## config.mk

```make
export PLATFORM = sky130hd
export DESIGN_NAME = ema_alu_seq_flat
export DESIGN_NICKNAME = d
export VERILOG_FILES = /design/src/rtl/ema_pkg.sv /design/src/rtl/ema_alu_seq_if.sv /design/src/rtl/ema_round_sat.sv /design/src/rtl/ema_alu_seq.sv /design/src/flat_wrapper.sv
export SDC_FILE = /design/constraint.sdc
export NUM_CORES = 1
export LEC_CHECK = 0
export ABC_CLOCK_PERIOD_IN_PS = 2900
export BUFFER_PORTS_ARGS = -buffer_cell sky130_fd_sc_hd__buf_4
export CELL_PAD_IN_SITES_DETAIL_PLACEMENT = 2
export CELL_PAD_IN_SITES_GLOBAL_PLACEMENT = 2
export CORE_ASPECT_RATIO = 0.6
export CORE_MARGIN = 4
export CORE_UTILIZATION = 32
export DETAILED_ROUTE_END_ITERATION = 12
export PLACE_DENSITY_LB_ADDON = 0.12
export SETUP_SLACK_MARGIN = 0.3
export SYNTH_ARGS = -nofsm -noshare
export SYNTH_HDL_FRONTEND = slang
export SYNTH_HIERARCHICAL = 1
export SYNTH_SLANG_ARGS = --single-unit
```

## constraint.sdc

```tcl
create_clock -name clk -period 2.9 [get_ports clk]
set_input_delay 0.29 -clock clk [delete_from_list [all_inputs] [get_ports clk]]
set_output_delay 0.29 -clock clk [all_outputs]
set_load 0.05 [all_outputs]
```

## src/rtl/ema_pkg.sv

```systemverilog
// Shared constants and encodings for the EMA filter family.
package ema_pkg;
  localparam int unsigned W    = 16;
  localparam int unsigned AW   = W + 1;
  localparam int unsigned RW   = 32;
  localparam int unsigned FRAC = W - 1;

  // Unity in the Q1.FRAC alpha format.
  localparam logic [AW-1:0] ONE = AW'(1) << FRAC;

  typedef enum logic [1:0] {
    ALU_IDLE = 2'd0,
    ALU_ADD  = 2'd1,
    ALU_MULT = 2'd2
  } alu_mode_e;

  typedef enum logic [2:0] {
    S_IDLE,
    S_MX,
    S_WX,
    S_MY,
    S_WY,
    S_ADD,
    S_WADD
  } seq_state_e;
endpackage

```

## src/rtl/ema_alu_seq_if.sv

```systemverilog
// Request/result bus between an EMA sequencer and the shared two-operand ALU.
interface ema_alu_seq_if;
  import ema_pkg::*;

  logic signed [W-1:0]  alu_op1_o;
  logic signed [AW-1:0] alu_op2_o;
  logic [1:0]           alu_mode_o;
  logic                 alu_valid_o;
  logic signed [RW-1:0] alu_res_i;
  logic                 alu_valid_i;

  modport master (
    output alu_op1_o, alu_op2_o, alu_mode_o, alu_valid_o,
    input  alu_res_i, alu_valid_i
  );

  modport slave (
    input  alu_op1_o, alu_op2_o, alu_mode_o, alu_valid_o,
    output alu_res_i, alu_valid_i
  );
endinterface

```

## src/rtl/ema_round_sat.sv

```systemverilog
// Round-half-up shift of a Q.FRAC product and saturation of a W+1 bit sum to W bits.
module ema_round_sat
  import ema_pkg::*;
(
  input  logic signed [RW-1:0] prod,
  input  logic signed [W:0]    sum,
  output logic signed [W-1:0]  p_c,
  output logic signed [W-1:0]  y_c
);
  localparam logic signed [RW-1:0] HALF  = RW'(1) << (FRAC - 1);
  localparam logic signed [W-1:0]  Y_MAX = {1'b0, {(W-1){1'b1}}};
  localparam logic signed [W-1:0]  Y_MIN = {1'b1, {(W-1){1'b0}}};

  logic signed [RW-1:0] biased;

  // Coefficients never exceed 1.0, so the shifted product always fits W bits.
  assign biased = prod + HALF;
  assign p_c    = W'(biased >>> FRAC);

  // Top two bits disagree only when the sum left the W-bit range.
  always_comb begin
    y_c = sum[W-1:0];
    if (sum[W] != sum[W-1]) begin
      y_c = sum[W] ? Y_MIN : Y_MAX;
    end
  end
endmodule

```

## src/rtl/ema_alu_seq.sv

```systemverilog
// EMA sequencer: drives the shared ALU through two multiplies and an add per sample.
module ema_alu_seq
  import ema_pkg::*;
(
  input  logic                 clk,
  input  logic                 rst,
  input  logic signed [W-1:0]  x_i,
  input  logic [AW-1:0]        alpha_i,
  input  logic                 x_valid_i,
  output logic                 x_ready_o,
  ema_alu_seq_if.master        alu,
  output logic signed [W-1:0]  y_o,
  output logic                 y_valid_o
);
  seq_state_e          state;
  logic signed [W-1:0] y_prev;
  logic signed [W-1:0] p1;
  logic [AW-1:0]       b_r;
  logic [AW-1:0]       a_clamp_c;
  logic signed [W-1:0] p_c;
  logic signed [W-1:0] y_c;

  assign a_clamp_c = (alpha_i > ONE) ? ONE : alpha_i;
  assign x_ready_o = (state == S_IDLE);

  ema_round_sat u_round_sat (
    .prod (alu.alu_res_i),
    .sum  ($signed(alu.alu_res_i[W:0])),
    .p_c  (p_c),
    .y_c  (y_c)
  );

  // Requests are loaded on entry to an issue state so valid is high for exactly that cycle.
  always_ff @(posedge clk or posedge rst) begin
    if (rst) begin
      state           <= S_IDLE;
      y_prev          <= '0;
      p1              <= '0;
      b_r             <= '0;
      y_o             <= '0;
      y_valid_o       <= 1'b0;
      alu.alu_op1_o   <= '0;
      alu.alu_op2_o   <= '0;
      alu.alu_mode_o  <= ALU_IDLE;
      alu.alu_valid_o <= 1'b0;
    end else begin
      y_valid_o       <= 1'b0;
      alu.alu_valid_o <= 1'b0;
      alu.alu_mode_o  <= ALU_IDLE;
      case (state)
        S_IDLE: begin
          if (x_valid_i) begin
            b_r             <= ONE - a_clamp_c;
            alu.alu_op1_o   <= x_i;
            alu.alu_op2_o   <= $signed(a_clamp_c);
            alu.alu_mode_o  <= ALU_MULT;
            alu.alu_valid_o <= 1'b1;
            state           <= S_MX;
          end
        end
        S_MX: state <= S_WX;
        S_WX: begin
          if (alu.alu_valid_i) begin
            p1              <= p_c;
            alu.alu_op1_o   <= y_prev;
            alu.alu_op2_o   <= $signed(b_r);
            alu.alu_mode_o  <= ALU_MULT;
            alu.alu_valid_o <= 1'b1;
            state           <= S_MY;
          end
        end
        S_MY: state <= S_WY;
        S_WY: begin
          if (alu.alu_valid_i) begin
            alu.alu_op1_o   <= p1;
            alu.alu_op2_o   <= {p_c[W-1], p_c};
            alu.alu_mode_o  <= ALU_ADD;
            alu.alu_valid_o <= 1'b1;
            state           <= S_ADD;
          end
        end
        S_ADD: state <= S_WADD;
        S_WADD: begin
          if (alu.alu_valid_i) begin
            y_o       <= y_c;
            y_prev    <= y_c;
            y_valid_o <= 1'b1;
            state     <= S_IDLE;
          end
        end
        default: state <= S_IDLE;
      endcase
    end
  end
endmodule

```

## src/flat_wrapper.sv

```systemverilog
// flat-port wrapper written by rule: the top's interface ports become plain ports
module ema_alu_seq_flat import ema_pkg::*;
  (clk, rst, x_i, alpha_i, x_valid_i, x_ready_o, y_o, y_valid_o, alu_alu_op1_o, alu_alu_op2_o, alu_alu_mode_o, alu_alu_valid_o, alu_alu_res_i, alu_alu_valid_i);
  ema_alu_seq_if alu_i ();
  input  logic clk;
  input  logic rst;
  input  logic signed [W-1:0] x_i;
  input  logic [AW-1:0] alpha_i;
  input  logic x_valid_i;
  output logic x_ready_o;
  output logic signed [W-1:0] y_o;
  output logic y_valid_o;
  output wire logic [$bits(alu_i.alu_op1_o)-1:0] alu_alu_op1_o;
  output wire logic [$bits(alu_i.alu_op2_o)-1:0] alu_alu_op2_o;
  output wire logic [$bits(alu_i.alu_mode_o)-1:0] alu_alu_mode_o;
  output wire logic [$bits(alu_i.alu_valid_o)-1:0] alu_alu_valid_o;
  input wire logic [$bits(alu_i.alu_res_i)-1:0] alu_alu_res_i;
  input wire logic [$bits(alu_i.alu_valid_i)-1:0] alu_alu_valid_i;
  assign alu_alu_op1_o = alu_i.alu_op1_o;
  assign alu_alu_op2_o = alu_i.alu_op2_o;
  assign alu_alu_mode_o = alu_i.alu_mode_o;
  assign alu_alu_valid_o = alu_i.alu_valid_o;
  assign alu_i.alu_res_i = alu_alu_res_i;
  assign alu_i.alu_valid_i = alu_alu_valid_i;
  ema_alu_seq u_core (.clk(clk), .rst(rst), .x_i(x_i), .alpha_i(alpha_i), .x_valid_i(x_valid_i), .x_ready_o(x_ready_o), .alu(alu_i), .y_o(y_o), .y_valid_o(y_valid_o));
endmodule
```

==> flow_metrics.py, run 1 <==
metrics = {
    "route": {
        "detailedRoute.firstIterationViolations": 199,
        "total_via_count_after_detailed_routing": 4356,
        "antenna_left": 0,
        "drc_viols": 0,
        "wl_mm": 17.85,
        "detail_route.wl_per_cell_um": 22.20,
        "drt_pass1_iterations": 4,
        "avgViaCountPerCell": 5.418,
    },
    "logic_synthesis": {
        "synth.cells.most_frequent": "93 x sky130_fd_sc_hd__nand2_1, 89 x sky130_fd_sc_hd__dfrtp_1, 52 x sky130_fd_sc_hd__nor2_1, 37 x sky130_fd_sc_hd__a31oi_1, 31 x sky130_fd_sc_hd__a22oi_1",
        "postSynth.topFlopCell": "sky130_fd_sc_hd__dfrtp_1",
        "yosys.cell_count.top_type": "sky130_fd_sc_hd__nand2_1",
        "synth-edff-count": 0,
        "share_of_async_settable_or_async_resettable_flops_after_synthesis_pct": 100.0,
        "netlist_area_um2": 4653,
        "yosys.area.top_type": "sky130_fd_sc_hd__dfrtp_1",
        "syn_area_per_cell_um2": 9.400,
        "synth_cell_type_count": 56,
        "netlist_instances": 495,
        "synth_largest_type_area_fraction_pct": 47.86,
        "synth_top_cells_by_area": "sky130_fd_sc_hd__dfrtp_1 48%, sky130_fd_sc_hd__nand2_1 7.5%, sky130_fd_sc_hd__a22oi_1 5.0%",
        "part_of_the_yosys_area_used_for_sequential_elements_pct": 47.86,
        "yosys_register_bits": 89,
        "yosys_warnings": 6,
        "synth.net_count": 568,
    },
    "setup_path": {
        "worst_setup_path_start_kind": "flop",
        "cpPeakStageDelay_ns": 0.64,
        "crit_fanout": 16,
        "worstPathRequired_ns": 3.12,
        "crit_path_top_delay_cell": "sky130_fd_sc_hd__dfrtp_1",
        "setup.worst_path.class": "flop to flop",
        "critical_path_cell_sequence": "nor3b_4 > buf_4 > and2_0 > mux2_1",
        "worst_ep_arrival_time_ns": 2.39,
        "crit_path_end_kind": "flop",
    },
    "cells_and_area": {
        "area_growth_syn_to_layout_pct": 31.59,
        "finalInstanceArea_um2": 6123,
        "post_route_cells_drive_above_1_share_pct": 27.45,
        "antenna-diode-count": 0,
        "number_of_nets_at_the_end_of_the_flow": 681,
    },
    "floorplanning": {
        "dieHeight_um": 101.4,
        "std_cell_rows": 33,
        "die_width_um": 163.7,
        "io_pins": 123,
        "core-area_um2": 13960,
        "initial_core_util_pct": 33.34,
        "die_area_um2": 16600,
    },
    "timing": {
        "actual_slew_at_the_worst_max_slew_pin_ns": 0.6627,
        "clock_skew_ns": 0.008276,
        "timing.fmax_mhz": 458.9,
        "period_needed_ns": 2.179,
        "timing.final.hold_violations": 0,
        "setup_viol": 0,
        "worst_slew_margin_rel_pct": 55.71,
        "final-max-slew-violation-count": 0,
        "layout_worst_path_cycle_share_pct": 75.15,
        "final.setup.worst_slack_ns": 0.7208,
        "fin_setup_tns_ns": 0,
        "grt_setup_unrepaired": "no",
    },
    "clock_tree": {
        "worstSkewPairLatency_ns": 0.35,
        "clock_path_buffers": 2,
        "cts-buffers-inserted": 9,
        "cts_tree": "yes",
        "clkTransAtPathRegs_ns": 0.06,
        "cts-htree-levels": 3,
        "cts_setup_buffers": 0,
        "cts_sinks": 89,
        "holdBufCountCts": 0,
        "post_cts_resized": 0,
        "cts-root-buf": "sky130_fd_sc_hd__clkbuf_16",
    },
    "global_routing": {
        "grt_pass1_vias": 4897,
        "grt_busiest_layer": "met2",
        "grt_antenna_before_repair": 0,
        "globalRouteOverflowTotal": 0,
        "met2_usage_pct": 35.46,
        "globalRouteTotalUtil_pct": 21.88,
        "grt_first_pass_wirelength_mm": 28.05,
        "met3_track_demand_over_resource_in_global_routing_pct": 5.409,
        "met1_usage_pct": 29.91,
        "grt_start_max_net_pins": 90,
    },
    "power_and_ir_drop": {
        "power_per_cell_area_nw_per_um2": 1220,
        "worst_ir_drop_vdd_mv": 0.6671,
        "leakage_uw": 0.002838,
    },
    "outcome": {
        "run_status": "completed",
    },
    "min_path": {
        "worstHoldPathType": "input pin to asynchronous set/reset pin",
    },
    "run": {
        "max_cap_violations": 0,
    },
    "placed_design": {
        "detailedPlacementHpwl_mm": 13.10,
        "placed_area_um2": 5812,
        "pre_cts_slack_ns": 0.7166,
        "gp_congestion": 0.8448,
        "buffer_ports.inserted": 121,
    },
}
-- metrics by stage --
stage / util [%] / total power, uW / std cells / hold slack, ns
floorplan: - / 4800 / 495 / 0.3904
global placement: 41.64 / 6071 / 789 / 0.4445
detailed placement: 41.64 / 6243 / 789 / 0.4538
CTS: 43.88 / 7562 / 804 / 0.08604
global route: 43.88 / 7920 / 804 / 0.09318
finish: 43.88 / 7471 / 804 / 0.04907
-- flip-flops by register name, indices dropped and copies added (netlist names), 2 cells and up --
register               flops
u_core/alu.alu_op2_o      17
u_core/b_r                17
u_core/alu.alu_op1_o      16
u_core/p1                 16
u_core/y_prev             16
u_core/state               3
u_core/alu.alu_mode_o      2
-- layer usage --
metal | part of all wire (%) | vias to the layer above | routed length, um
li1 | - | 1992 | -
met1 | 46 | 2226 | 8142
met2 | 46 | 118 | 8279
met3 | 6.8 | 20 | 1207
met4 | 1.2 | 0 | 221
met5 | 0 | - | 0
-- worst max-delay path, delay by kind of cell (launching register included) --
kind / cells / cell delay [ns]
DFF: 1 / 0.64
buffers and inverters: 1 / 0.28
and+or+nand+nor: 2 / 0.74
muxes: 1 / 0.38
-- cell usage in the layout (no fill, tap or decap), types with 2 or more instances in the layout --
cell,n
sky130_fd_sc_hd__mux2_1,16
sky130_fd_sc_hd__clkinv_2,2
sky130_fd_sc_hd__or3_1,3
sky130_fd_sc_hd__a31oi_1,37
sky130_fd_sc_hd__nor4_2,4
sky130_fd_sc_hd__nand4_1,3
sky130_fd_sc_hd__clkbuf_16,9
sky130_fd_sc_hd__nor3_1,8
sky130_fd_sc_hd__o31ai_1,2
sky130_fd_sc_hd__clkbuf_1,2
sky130_fd_sc_hd__ha_1,4
sky130_fd_sc_hd__nand3_1,21
sky130_fd_sc_hd__bufinv_16,2
sky130_fd_sc_hd__nor3b_4,2
sky130_fd_sc_hd__xnor2_1,7
sky130_fd_sc_hd__a22o_1,7
sky130_fd_sc_hd__buf_4,134
sky130_fd_sc_hd__nand4b_1,2
sky130_fd_sc_hd__a21o_1,17
sky130_fd_sc_hd__dfrtp_1,89
sky130_fd_sc_hd__o21ai_1,5
sky130_fd_sc_hd__nand2b_1,2
sky130_fd_sc_hd__a21oi_1,6
sky130_fd_sc_hd__a22oi_1,31
sky130_fd_sc_hd__xor2_1,13
sky130_fd_sc_hd__inv_1,4
sky130_fd_sc_hd__o21ai_0,3
sky130_fd_sc_hd__nand3b_1,2
sky130_fd_sc_hd__nor2_1,51
sky130_fd_sc_hd__nand2_1,93
-- cells by family (layout without fill, tap and decap cells) --
logic type,after synthesis,count (layout),share of synthesized area (%)
buf+inv,39,156,3.388
simple gates,206,206,21.54
compound gates,119,119,18.04
fa+ha+maj,4,4,1.076
xor+xnor,20,20,3.764
flops,89,89,47.86
mux,18,18,4.329
-- report_power, final --
| part | internal [uW] | switching (uW) | leakage [uW] |
|---|---|---|---|
| sequential | 1850 | 447 | 0.00108 |
| clock | 774 | 500 | 0.000153 |
| combinational | 1230 | 2670 | 0.00160 |
| total | 3850 | 3620 | 0.00284 |
-- layout make-up --
cell class / count / area (um2)
fill: 1538 / 7833
multi-input combinational: 367 / 2295
sequential: 89 / 2227
timing repair buffer: 135 / 1026
clock buffer: 12 / 246.5
tap: 192 / 240.2
clock inverter: 3 / 65.06
inverter: 6 / 23.77
-- worst paths after layout --
path	from	to	slack [ns]	cells past startpoint
min in group clk	alpha_i[14]	u_core/b_r[14]	0.16	2
max	u_core/state[1]	u_core/p1[12]	0.72	4
max in group asynchronous	rst	u_core/alu.alu_op2_o[11]	2.44	3
min	rst	u_core/y_prev[7]	0.05	3
max reg2reg	u_core/state[1]	u_core/p1[12]	0.72	4
min reg2reg	u_core/p1[9]	u_core/p1[9]	0.50	1
Power figures use the tool's default switching activity.
==> run 2, diff against run 1 <==
--- a/config.mk
+++ b/config.mk
@@ -5,13 +5,13 @@
 export SDC_FILE = /design/constraint.sdc
 export NUM_CORES = 1
 export LEC_CHECK = 0
-export ABC_CLOCK_PERIOD_IN_PS = 2900
+export ABC_CLOCK_PERIOD_IN_PS = 1900
 export BUFFER_PORTS_ARGS = -buffer_cell sky130_fd_sc_hd__buf_4
 export CELL_PAD_IN_SITES_DETAIL_PLACEMENT = 2
 export CELL_PAD_IN_SITES_GLOBAL_PLACEMENT = 2
 export CORE_ASPECT_RATIO = 0.6
 export CORE_MARGIN = 4
-export CORE_UTILIZATION = 32
+export CORE_UTILIZATION = 29
 export DETAILED_ROUTE_END_ITERATION = 12
 export PLACE_DENSITY_LB_ADDON = 0.12
 export SETUP_SLACK_MARGIN = 0.3
==> constraint.sdc (replaced) <==
create_clock -name clk -period 1.9 [get_ports clk]
set_input_delay 0.19 -clock clk [delete_from_list [all_inputs] [get_ports clk]]
set_output_delay 0.19 -clock clk [all_outputs]
set_load 0.05 [all_outputs]
==> run 2 against run 1 <==
- the flow now finishes with violations (hold timing)
- maximum frequency rose by 32%
- sequential power up 52%
- cell area is 13% higher
- register-to-register slack worse by 0.48 ns
==> flow_metrics.py, run 2 (synthesized netlist as in run 1, its figures left out) <==
metrics = {
    "outcome": {
        "run_status": "finished, violations left",
        "failed_checks": "hold timing",
    },
    "timing": {
        "timing.final.hold_violations": 21,
        "layout_worst_path_cycle_share_pct": 87.19,
        "final-max-slew-violation-count": 0,
        "period_needed_ns": 1.657,
        "grt_setup_unrepaired": "yes",
        "timing.fmax_mhz": 603.6,
        "setup_viol": 0,
        "actual_slew_at_the_worst_max_slew_pin_ns": 0.7211,
        "hold_slack_ns": -0.02720,
        "worst_slew_margin_rel_pct": 51.87,
        "clock_skew_ns": 0.007826,
    },
    "setup_path": {
        "worst-r2r-setup-slack_ns": 0.24,
        "worst_ep_arrival_time_ns": 1.87,
        "worstPathRequired_ns": 2.11,
        "critPathCapture": "u_core/b_r[10]",
        "setup.worst_path.class": "flop to flop",
        "reg2reg_depth": 5,
        "rr_startpoint": "u_core/state[2]",
        "crit_path_end_kind": "flop",
        "worst_setup_path_start_kind": "flop",
        "worstSetupStartpoint": "u_core/state[2]",
        "crit_fanout": 15,
        "worst_r2r_endpoint": "u_core/b_r[10]",
    },
    "cells_and_area": {
        "final_cell_mix": "149 x sky130_fd_sc_hd__buf_4, 92 x sky130_fd_sc_hd__nand2_1, 87 x sky130_fd_sc_hd__dfrtp_1, 41 x sky130_fd_sc_hd__nor2_1, 31 x sky130_fd_sc_hd__a22oi_1",
        "fin_util_pct": 44.61,
        "area_growth_syn_to_layout_pct": 49.05,
        "antenna-diode-count": 0,
        "finalInstanceArea_um2": 6935,
        "number_of_nets_at_the_end_of_the_flow": 721,
        "post_route_cells_drive_above_1_share_pct": 36.81,
        "top_regs": "u_core/alu.alu_op2_o x17, u_core/b_r x17",
        "most_common_cell_after_layout_fill_and_taps_aside": "sky130_fd_sc_hd__buf_4",
    },
    "route": {
        "avgViaCountPerCell": 5.306,
        "wl_mm": 19.53,
        "detailedRoute.firstIterationViolations": 323,
        "detail_route.wl_per_cell_um": 22.84,
        "total_via_count_after_detailed_routing": 4537,
        "drc_viols": 0,
        "drt_pass1_iterations": 4,
        "antenna_left": 0,
    },
    "global_routing": {
        "met1_usage_pct": 31.49,
        "globalRouteTotalUtil_pct": 20.93,
        "grt_pass1_vias": 4908,
        "met3_track_demand_over_resource_in_global_routing_pct": 3.716,
        "met2_usage_pct": 32.21,
        "globalRouteOverflowTotal": 0,
        "grt_antenna_before_repair": 0,
        "grt_busiest_layer": "met2",
        "grt_start_max_net_pins": 90,
        "grt_first_pass_wirelength_mm": 29.33,
    },
    "clock_tree": {
        "cts_sinks": 89,
        "worstSkewPairLatency_ns": 0.35,
        "cts-buffers-inserted": 9,
        "clkTransAtPathRegs_ns": 0.07,
        "cts-htree-levels": 3,
        "clock_path_buffers": 2,
        "cts-root-buf": "sky130_fd_sc_hd__clkbuf_16",
        "cts_tree": "yes",
    },
    "floorplanning": {
        "io_pins": 123,
        "dieHeight_um": 106.1,
        "initial_core_util_pct": 29.93,
        "die_area_um2": 18200,
        "core-area_um2": 15550,
        "die_width_um": 171.5,
        "std_cell_rows": 35,
    },
    "placed_design": {
        "detailedPlacementHpwl_mm": 13.28,
        "buffer_ports.inserted": 121,
        "placed_area_um2": 6046,
        "gp_congestion": 0.8492,
    },
    "power_and_ir_drop": {
        "design_power_total_uw": 13230,
        "power_per_cell_area_nw_per_um2": 1907,
        "worst_ir_drop_vdd_mv": 0.7918,
        "leakage_uw": 0.003155,
    },
    "run": {
        "max_cap_violations": 0,
    },
    "min_path": {
        "worstHoldPathType": "input pin to asynchronous set/reset pin",
    },
}
[run 2: per-stage QoR]
step / hold WS, ns / worst slack, ns / std cells / TNS (ns)
6_report: -0.02720 / 0.2434 / 855 / 0
5_1_grt: 0.03289 / 0.1864 / 855 / 0
4_1_cts: 0.008261 / 0.2723 / 849 / 0
3_5_place_dp: 0.3828 / -0.01508 / 819 / -0.01675
3_3_place_gp: 0.3763 / 0.05997 / 819 / 0
2_1_floorplan: 0.2904 / 0.2789 / 495 / 0
[run 2: worst max-delay path: stages (launching register included)]
cell,delay (ns)
sky130_fd_sc_hd__dfrtp_2,0.45
sky130_fd_sc_hd__nand2b_4,0.18
sky130_fd_sc_hd__or3_1,0.35
sky130_fd_sc_hd__buf_6,0.18
sky130_fd_sc_hd__a21oi_4,0.21
sky130_fd_sc_hd__a41oi_2,0.14
[run 2: timing repair]
item                       in CTS  in global routing
pin swaps                       3                  0
resized for setup              20                 42
gates cloned                    3                  3
hold endpoints to repair        0                  0
buffers inserted               12                  3
setup endpoints to repair      67                 68
hold buffers                    0                  0
[run 2: area by class of cell]
class,instances,area [um2]
well taps,203,254.0
clock inverters,4,76.32
inverters,6,28.78
multi-input cells,367,2514
flip-flops and latches,89,2230
repair buffers,175,1580
clock buffers,11,252.7
fillers,1626,8611
[run 2: metal layers]
layer,vias to the layer above,share of wire [%],wire length (um)
met5,-,0,0
met4,0,0.45,87
met3,10,4.4,861
met2,104,45,8778
met1,2345,50,9800
li1,2078,-,-
[run 2: how the worst min path moves through the flow]
| stage | end | slack (ns) |
|---|---|---|
| floorplan | u_core/b_r[14] | 0.29 |
| global placement | u_core/alu.alu_op1_o[6] | 0.38 |
| detailed placement | u_core/alu.alu_op1_o[6] | 0.38 |
| CTS | u_core/alu.alu_op1_o[6] | 0.008 |
| global route | u_core/y_prev[6] | 0.03 |
| finish | u_core/y_prev[6] | -0.03 |
[run 2: where the power goes]
| group | switching [uW] | internal, uW | leakage [uW] |
|---|---|---|---|
| logic | 4740 | 2990 | 0.00192 |
| registers | 653 | 2820 | 0.00108 |
| clock network | 804 | 1220 | 0.000158 |
